--- src/rtl/reg_bank_arbiter.sv ---
// Round-robin arbiter in front of one shared W-bit register.
// Each accepted write is followed by one ACK cycle, so there is at most one write every two cycles.
module reg_bank_arbiter #(
   parameter  int N  = 4,
   parameter  int W  = 8,
   localparam int OW = (N > 2) ? $clog2(N) : 1
) (
   input  logic           clk,
   input  logic           reset,
   input  logic [N-1:0]   req,
   input  logic [N*W-1:0] wdata,
   input  logic           clr,
   output logic [N-1:0]   gnt,
   output logic [W-1:0]   q,
   output logic [OW-1:0]  owner,
   output logic           valid,
   output logic [7:0]     wr_count
);

   typedef enum logic {
      IDLE = 1'b0,
      ACK  = 1'b1
   } state_t;

   state_t          state, state_nx;
   logic [OW-1:0]   ptr, ptr_nx;
   logic [N-1:0]    gnt_nx;
   logic [W-1:0]    q_nx;
   logic [OW-1:0]   owner_nx;
   logic            valid_nx;
   logic [7:0]      cnt_nx;

   logic            found;
   logic [OW-1:0]   win;
   int              scan_idx;

   // First asserted request at or after ptr, wrapping modulo N.
   always_comb begin
      found    = 1'b0;
      win      = '0;
      scan_idx = 0;
      for (int k = 0; k < N; k++) begin
         scan_idx = int'(ptr) + k;
         if (scan_idx >= N) scan_idx = scan_idx - N;
         if (!found && req[scan_idx]) begin
            found = 1'b1;
            win   = OW'(scan_idx);
         end
      end
   end

   always_comb begin
      state_nx = state;
      ptr_nx   = ptr;
      gnt_nx   = '0;
      q_nx     = q;
      owner_nx = owner;
      valid_nx = valid;
      cnt_nx   = wr_count;
      case (state)
         IDLE: begin
            if (clr) begin
               q_nx     = '0;
               valid_nx = 1'b0;
            end else if (found) begin
               gnt_nx[win] = 1'b1;
               q_nx        = wdata[int'(win)*W +: W];
               owner_nx    = win;
               valid_nx    = 1'b1;
               cnt_nx      = wr_count + 8'd1;
               ptr_nx      = (win == OW'(N-1)) ? '0 : win + 1'b1;
               state_nx    = ACK;
            end
         end
         // Requests and clr are deliberately not looked at here.
         ACK: state_nx = IDLE;
         default: state_nx = IDLE;
      endcase
   end

   always_ff @(posedge clk) begin
      if (reset) begin
         state    <= IDLE;
         ptr      <= '0;
         gnt      <= '0;
         q        <= '0;
         owner    <= '0;
         valid    <= 1'b0;
         wr_count <= 8'd0;
      end else begin
         state    <= state_nx;
         ptr      <= ptr_nx;
         gnt      <= gnt_nx;
         q        <= q_nx;
         owner    <= owner_nx;
         valid    <= valid_nx;
         wr_count <= cnt_nx;
      end
   end

endmodule

--- config.mk ---
export PLATFORM = sky130hd
export DESIGN_NAME = reg_bank_arbiter
export DESIGN_NICKNAME = d
export VERILOG_FILES = /design/src/rtl/reg_bank_arbiter.sv
export SDC_FILE = /design/constraint.sdc
export NUM_CORES = 1
export LEC_CHECK = 0
export CAP_MARGIN = 20
export CORE_MARGIN = 2
export CORE_UTILIZATION = 35
export DETAILED_ROUTE_END_ITERATION = 6
export DONT_BUFFER_PORTS = 1
export GPL_ROUTABILITY_DRIVEN = 0
export RECOVER_POWER = 25
export SETUP_SLACK_MARGIN = 0.05
export SYNTH_ARGS = -nofsm -noshare
export SYNTH_HDL_FRONTEND = slang
export SYNTH_SLANG_ARGS = --single-unit
export TNS_END_PERCENT = 10
--- constraint.sdc ---
create_clock -name clk -period 3.9 [get_ports clk]
set_clock_uncertainty 0.05 [all_clocks]
set_input_delay 0.78 -clock clk [delete_from_list [all_inputs] [get_ports clk]]
set_output_delay 0.78 -clock clk [all_outputs]
set_load 0.02 [all_outputs]
=== Yosys cells after proc, flatten, opt, wreduce, memory -nomap -nowiden ===
Cells that the tools add are included.

* Register bits: 26
* Bits of input ports: 39
* Output and inout bits: 23
* Logic and storage cells: 76

* Add/sub/neg operators: 9
* $lt $le $gt $ge: 10
* Eq/ne operators: 1
* Shift-type cells: 1
* Muxes and demuxes: 34
* Bitwise gates (word level): 3
* Reductions and logical operators: 11

{| class="wikitable"
|+ Operators with widths
! operator !! count
|-
| $lt 32x4->1 const B || 4
|-
| $mux 32 || 4
|-
| $shiftx 32x6->8 || 1
|-
| $mux 1 || 17
|-
| $mux 8 || 2
|-
| $sub 3x3->4 const B || 3
|-
| $mux 2 || 5
|-
| $ge 3x3->1 const B || 3
|-
| $add 8x1->8 const B || 1
|-
| $bmux 1 s2 || 4
|-
| $add 2x2->3 const B || 2
|-
| $logic_and 1x1->1 || 4
|-
| $reduce_or 4->1 || 1
|-
| $sub 2x3->4 const B || 1
|-
| $add 2x1->3 const B || 1
|-
| $ge 2x3->1 const B || 1
|-
| $logic_not 1->1 || 3
|-
| $lt 2x3->1 const B || 1
|-
| $not 1->1 || 3
|-
| $reduce_and 3->1 || 1
|-
| $add 2x1->2 const B || 1
|-
| $demux 1 s2 || 1
|-
| $eq 2x2->1 const B || 1
|-
| $ge 2x1->1 const B || 1
|-
| other kinds (3) || 3
|}

=== Depth between registers and ports, before layout ===
Gate-level depths: netlist of the first run.

* Depth in word-level cells: 19
* Gate-level depth with buffers: 8
* Gate-level depth less buffers: 7

=== Worst setup path before layout of the first run ===
Ideal clock, no wire load.

* Path type: input -> register
* Start point: in req[2]
* End point: reg q[6]
* Setup time: 0.117 ns
* Data arrival time: 2.352 ns
* Data required time: 3.733 ns
* Path slack: 1.381 ns
* Stages: 7
* Path buffers: 2
* Cells stage by stage: nor2b_2 > or4b_1 > buf_2 > buf_6 > and3_1 > a211o_1 > a32o_1

* Cells in the longest elaborated chain, start to end: 16
* Elaborated cells on any way between the ends: 31
* Classes of those cells: shift (1); mux (22); reduce/logical (8)

{| class="wikitable"
|+ RTL lines
! what !! line !! source
|-
| from (decl) || 10 || <nowiki>input logic [N-1:0] req,</nowiki>
|-
| $bmux 1 s2 || 45 || <nowiki>if (!found && req[scan_idx]) begin</nowiki>
|-
| $mux 1 (implied by the code) (2 in series) || 45 ||
|-
| $mux 1 || 45 ||
|-
| $logic_not 1->1 || 45 ||
|-
| $logic_and 1x1->1 || 45 ||
|-
| $mux 1 || 45 ||
|-
| $logic_not 1->1 || 45 ||
|-
| $logic_and 1x1->1 || 45 ||
|-
| $mux 1 || 45 ||
|-
| $logic_not 1->1 || 45 ||
|-
| $logic_and 1x1->1 || 45 ||
|-
| $mux 2 || 45 ||
|-
| $shiftx 32x6->8 || 67 || <nowiki>q_nx = wdata[int'(win)*W +: W];</nowiki>
|-
| $mux 8 || 65 || <nowiki>end else if (found) begin</nowiki>
|-
| $mux 8 || 62 || <nowiki>if (clr) begin</nowiki>
|-
| to (signal assigned) || 94 || <nowiki>q <= q_nx;</nowiki>
|-
| to (decl) || 14 || <nowiki>output logic [W-1:0] q,</nowiki>
|}

Several ways; a longest one is shown, not always the timed one. The select of a mux whose other input is x is not followed.
A chain may end at the register's enable or synchronous reset.

=== Worst setup path in the final report of the first run ===
* Start point: in req[2]
* End point: reg q[7]

Same word-level chain as after synthesis.

==> results of run 1 <==
## worst min-delay path: cells and delay by family (launching register included)
| family | cells | cell delay, ps |
|---|---|---|
| flip-flops | 1 | 350 |
| AO/OA/AOI/OAI | 2 | 150 |
## worst max path at each step
stage          slack, ps    to    from
2_1_floorplan       1380  q[6]  req[2]
3_3_place_gp        1230  q[3]  req[2]
3_5_place_dp        1160  q[7]  req[2]
4_1_cts             1460  q[7]  req[2]
5_1_grt             1360  q[1]  req[2]
6_report            1450  q[7]  req[2]
## cell usage after synthesis (5+ instances only)
library cell	count
dfxtp_1	26
nand3_1	18
nor2_1	12
o21ai_0	11
a211o_1	9
nand2_1	9
a32o_1	8
a21oi_1	6
and3_1	5
clkbuf_1	5
ha_1	5
## state kept, by name, summed over array words and instances (netlist names)
| name | count |
|---|---|
| valid | 1 |
| state | 1 |
| ptr | 2 |
| gnt | 4 |
| wr_count | 8 |
| owner | 2 |
| q | 8 |
## cell usage in the layout, fill, tap and decap left out, types with 2 or more instances in the layout
master | netlist | final
a211o_1 | 9 | 9
a21oi_1 | 6 | 6
a32o_1 | 8 | 8
and2_1 | 4 | 4
and3_1 | 5 | 5
and3_2 | 4 | 4
buf_4 | 0 | 2
clkbuf_8 | 0 | 4
dfxtp_1 | 26 | 26
ha_1 | 5 | 5
inv_1 | 2 | 2
nand2_1 | 9 | 9
nand3_1 | 18 | 18
nand4_1 | 2 | 2
nor2_1 | 12 | 12
nor2b_1 | 3 | 3
nor4_1 | 3 | 3
o21ai_0 | 11 | 11
xnor2_1 | 3 | 3
xor2_1 | 4 | 4
## layer usage
layer	up-vias	wire length, um	part of all wire, %
li1	563	-	-
met1	574	1500	43
met2	39	1710	49
met3	5	203	5.8
met4	0	57	1.6
met5	-	0	0
## final cells by class
type                    count  share of cell area [%]
inverters                   3                   0.787
clock buffers               4                    3.85
repair buffers              2                    1.05
flip-flops and latches     26                    36.4
multi-input cells         117                    53.7
well taps                  48                    4.20
## metrics by stage
stage               hold WS (ps)  utilization (%)  cells  total power, mW  setup slack, ps
detailed placement           479             37.3    196            0.430             1160
global route                 491             38.8    200            0.637             1360
finish                       485             38.8    200            0.605             1450
CTS                          493             38.8    200            0.610             1460
floorplan                    437                -    154            0.408             1380
global placement             452             37.3    196            0.424             1230
## cell families (layout without fill, tap and decap cells)
logic type | Yosys count | in the layout | share of synthesized area (%)
and+or+nand+nor | 68 | 68 | 27.4
buffers and inverters | 11 | 9 | 4.27
DFF | 26 | 26 | 38.7
adders and majority gates | 5 | 5 | 4.65
AOI/OAI and AO/OA | 37 | 37 | 20.4
xor gates and xnor gates | 7 | 7 | 4.55
## power by group
part	internal [mW]	switching (mW)	total, mW	leakage (nW)
clock network	0.0905	0.0911	0.182	0.0288
registers	0.282	0.0303	0.312	0.212
logic	0.0478	0.0636	0.111	0.326
==> metrics, run 1 <==
die width between 60 and 70 um; Design Area, Final ~1400 sq um; reg2reg start ptr[0]; height of the die ~66 um; biggest area consumer among synthesized cells dfxtp_1; layout cells sized above 1 9.87%; Hold EP ptr[0]; Seq/Total Area, Yosys between 30 and 40%; Synth top area share around two fifths; Syn. warnings 0; Synth cell types 33; Syn Area/Cell roughly 9 sq um; CTS Buffer Depth 2; Sequential Area around 520 sq um; minimum clock period 2450 ps; WP depth 5; cts hold-fix bufs 0; drt pass-1 iters 4; most area-consuming cells after synthesis dfxtp_1 (39%), nand3_1 (6.7%), a32o_1 (5.9%), a211o_1 (5.9%), ha_1 (4.6%); Max Cap Viol 0; met1 Usage GRT 20.0%; routed vias/inst ~5.9; post-CTS resize count 0; Post-synth EDFFs 0; clock sink total 26; Area Growth Syn to Fin 6.23%; Hold Crit Start ptr[0]; WL per Instance 17.4 um; Reg clk slew, reported paths about 90 ps; cell area after synthesis between 1000 and 1500 sq um; crit share post-route 62.9%; Worst Reg2Reg Path Length in Cells 5; Startpoint Class input port; Power Dens Cells around 420 nW/um^2; area occupied by multi-input gates 768 sq um; largest net degree at the start of global routing 17; # rows 22; core area roughly 3700 sq um; clock root buffer clkbuf_8; Starting Density about 36%; Leak ~0.57 nW; dpl hpwl roughly 2500 um; Fill cells roughly 400; met2 usage 26.0%; async set-reset flop share out of synthesis 0%; I/O Buffers 0; reg2reg end q[7]; busiest grt layer met2; antenna-violating nets left 0; Clk Latency, worst-skew pair between 200 and 300 ps; htree depth 1; status completed; setup bufs post-CTS 0; worst slew pin tran 1010 ps; Slew Limit Fails 0; Fmax achieved around 400 MHz; WL final around 3500 um; Crit. End Element register; post-synthesis instance total approximately 150; Crit Path Class in -> reg; critical path cell sequence nor2b_2, or4b_1, and3_2, a211o_1, a32o_1; CP max-delay cell or4b_1; diode count 0; r2r setup slk roughly 1600 ps; setup repair after global routing missed its margin no; DIE AREA approximately 4400 sq um; Slew HR roughly 32%; CTS tree done; post-route setup TNS 0 ps; first-pass GRT wire length between 5000 and 6000 um; io pins 62; Hold Path Depth 2; # nets final ~200; vias in the first global route roughly 1,100; initial drt markers slightly above 40; crit-path max cell delay 800 ps; Placed Area about 1400 sq um; CP top delay family simple AND/OR/NAND/NOR gates; initial antenna violation count 0; GRT Util Overall around 16%; grt ovf 0; Worst Path Max Fanout 16; Worst EP required slightly above 4000 ps; setup violators final 0; #FFs+latches synth 26; final hold vios 0; worst vdd ir 0.0969 mV; Vias approximately 1,200; TritonCTS buffer count 3; Residual DRC 0; Post-synth top flop dfxtp_1; Hold Crit Class reg -> reg; met3 usage in global routing approximately 2.6%; data arrival time of the worst path between 2000 and 3000 ps; net count after synthesis ~200; Buf/Inv on CP 0
(Power assumes the default switching activity.)
==> run 2, diff against run 1 <==
==> constraint.sdc (replaced) <==
create_clock -name clk -period 1.96 [get_ports clk]
set_clock_uncertainty 0.05 [all_clocks]
set_input_delay 0.392 -clock clk [delete_from_list [all_inputs] [get_ports clk]]
set_output_delay 0.392 -clock clk [all_outputs]
set_load 0.02 [all_outputs]
==> run 2 against run 1 <==
  * Global-route usage rose by 1.6 points
  * Final cell count is 10% higher
  * Largest power group unchanged
  * Wire length rose by 4.1%
  * Core utilization rose by 6.8 points
  * Hold slack worse by 360 ps
  * Die area unchanged
  * Register-to-register slack got worse by 1500 ps
  * Critical path type is now reg -> reg
==> metrics, run 2 (synthesized netlist as in run 1, its figures left out) <==
final hold vios 0 (unchanged); initial drt markers 58 (was 41); sw frac 29.1% (was 30.6%); I/O Buffers 0 (unchanged); dpl hpwl 2740 um (was 2490 um); Max Cap Viol 0 (unchanged); Slew HR 54.6% (was 32.3%); Slew Limit Fails 0 (unchanged); Crit Path Class reg -> reg (was in -> reg); Crit. End Element register (unchanged); worst vdd ir 0.268 mV (was 0.0969 mV); Regs by FF count q: 8 flops, wr_count: 8 flops, gnt: 4 flops (unchanged); Hold Crit Class in -> reg (was reg -> reg); met1 Usage GRT 21.1% (was 20.0%); WL per Instance 16.5 um (was 17.4 um); Starting Density 36.5% (unchanged); Power Dens Cells 755 nW/um^2 (was 423 nW/um^2); # nets final 217 (was 197); Design Area, Final 1680 sq um (was 1430 sq um); data arrival time of the worst path 1980 ps (was 2580 ps); setup violators final 0 (unchanged); CP startpoint ptr[0] (was req[2]); crit share post-route 95.3%; worst slew pin tran 675 ps (was 1010 ps); post-route setup TNS 0 ps (unchanged); total power 1.27 mW (was 605 uW); Residual DRC 0 (unchanged); largest net degree at the start of global routing 15 (was 17); status completed (unchanged); Placed Area 1570 sq um (was 1380 sq um); met2 usage 29.9% (was 26.0%); clock share of power 27.1% (was 30.0%); Leak 0.690 nW (was 0.567 nW); minimum clock period between 1500 and 2000 ps; Hold Slack 126 ps (was 485 ps); register share of total power 48.1% (was 51.6%); Gate power share 24.8% (was 18.4%); io pins 62 (unchanged); # rows 22 (unchanged); die width 66.0 um (unchanged); met3 usage in global routing 4.94% (was 2.56%); most common cell after layout, fill and taps aside dfxtp_1 (unchanged); Reg clk slew, reported paths 90 ps (about the same); Startpoint Class register (was input port); layout cells sized above 1 27.9% (was 9.87%); first-pass GRT wire length 5910 um (was 5260 um); setup repair after global routing missed its margin yes (was no); htree depth 1 (unchanged); Worst Path Max Fanout 7 (was 16); switching pwr 369 uW (was 185 uW); Worst EP required 2080 ps (was 4030 ps); diode count 0 (unchanged); Clk Latency, worst-skew pair 260 ps (was 280 ps); final core utilization 45.6% (was 38.8%); CTS tree done (unchanged); busiest grt layer met2 (unchanged); Area Growth Syn to Fin 24.9% (was 6.23%); height of the die 66.0 um (unchanged); DIE AREA 4360 sq um (unchanged); Int Pwr 900 uW (was 420 uW); vias in the first global route 1,294 (was 1,079); GRT Util Overall 17.3% (was 15.7%); grt ovf 0 (unchanged); Vias 1,273 (was 1,181); core area 3690 sq um (unchanged); TritonCTS buffer count 3 (unchanged); Fmax achieved about 540 MHz; CTS Buffer Depth 2 (unchanged); initial antenna violation count 0 (unchanged); routed vias/inst 5.79 (was 5.91); clock sink total 26 (unchanged); clock root buffer clkbuf_8 (unchanged); WL final 3620 um (was 3480 um); most frequent cells in the layout dfxtp_1 (25), buf_4 (19), nand3_1 (18), nor2_1 (11), o21ai_0 (11) (was dfxtp_1 (26), nand3_1 (18), nor2_1 (12), o21ai_0 (11)); reg2reg start ptr[0] (unchanged); antenna-violating nets left 0 (unchanged); Hold Crit Start reset (was ptr[0]); drt pass-1 iters 4 (unchanged)
[run 2: path summary, 6_finish.rpt]
path                                  to  slack (ps)  depth (start not counted)
worst min-delay path              ptr[0]         130                          1
worst max register to register      q[1]          90                          6
worst max-delay path                q[1]          90                          6
worst min register to register  owner[0]         500                          2
[run 2: power groups by stage]
stage	clock, mW	combinational (mW)	sequential (mW)
detailed placement	0	0.296	0.624
CTS	0.349	0.312	0.612
finish	0.344	0.315	0.611
global placement	0	0.283	0.623
floorplan	0	0.207	0.629
global route	0.381	0.350	0.615
[run 2: worst max-delay path, stage by stage (launching register included)]
cell     delay, ps
dfxtp_4        380
nor2b_4         40
or4b_4         510
buf_6          160
and3_4         170
a211o_1        220
a32o_1         240
[run 2: cell type report]
class / instances / area, sq um
inverter: 3 / 11.3
multi-input combinational: 117 / 855
timing repair buffer: 22 / 176
tap: 48 / 60.1
fill: 366 / 2010
clock buffer: 4 / 55.1
sequential: 26 / 524
[run 2: per-stage QoR]
| stage | setup slack (ps) | cells |
|---|---|---|
| floorplan | -68.0 | 154 |
| global route | 46.2 | 220 |
| finish | 91.5 | 220 |
| global placement | -115 | 215 |
| detailed placement | -159 | 215 |
| CTS | 26.4 | 220 |
[run 2: metal layers]
metal	routed length [um]	share of wire (%)	up-vias
li1	-	-	601
met2	1880	52	40
met4	32	0.88	0
met3	259	7.1	4
met1	1450	40	628
met5	0	0	-
[run 2: repair_timing]
item	CTS	global route
pin swaps	16	1
resized for setup	10	4
buffers inserted	0	0
gates cloned	1	0
setup endpoints to repair	8	8
hold endpoints to repair	0	0
hold buffers	0	0
==> run 3, diff against run 2 <==
--- a/config.mk
+++ b/config.mk
@@ -10,7 +10,6 @@
 export CORE_UTILIZATION = 35
 export DETAILED_ROUTE_END_ITERATION = 6
 export DONT_BUFFER_PORTS = 1
-export GPL_ROUTABILITY_DRIVEN = 0
 export RECOVER_POWER = 25
 export SETUP_SLACK_MARGIN = 0.05
 export SYNTH_ARGS = -nofsm -noshare
==> results of run 3 <==
Same layout as run 2: the final DEF is identical, and so are final timing and power.
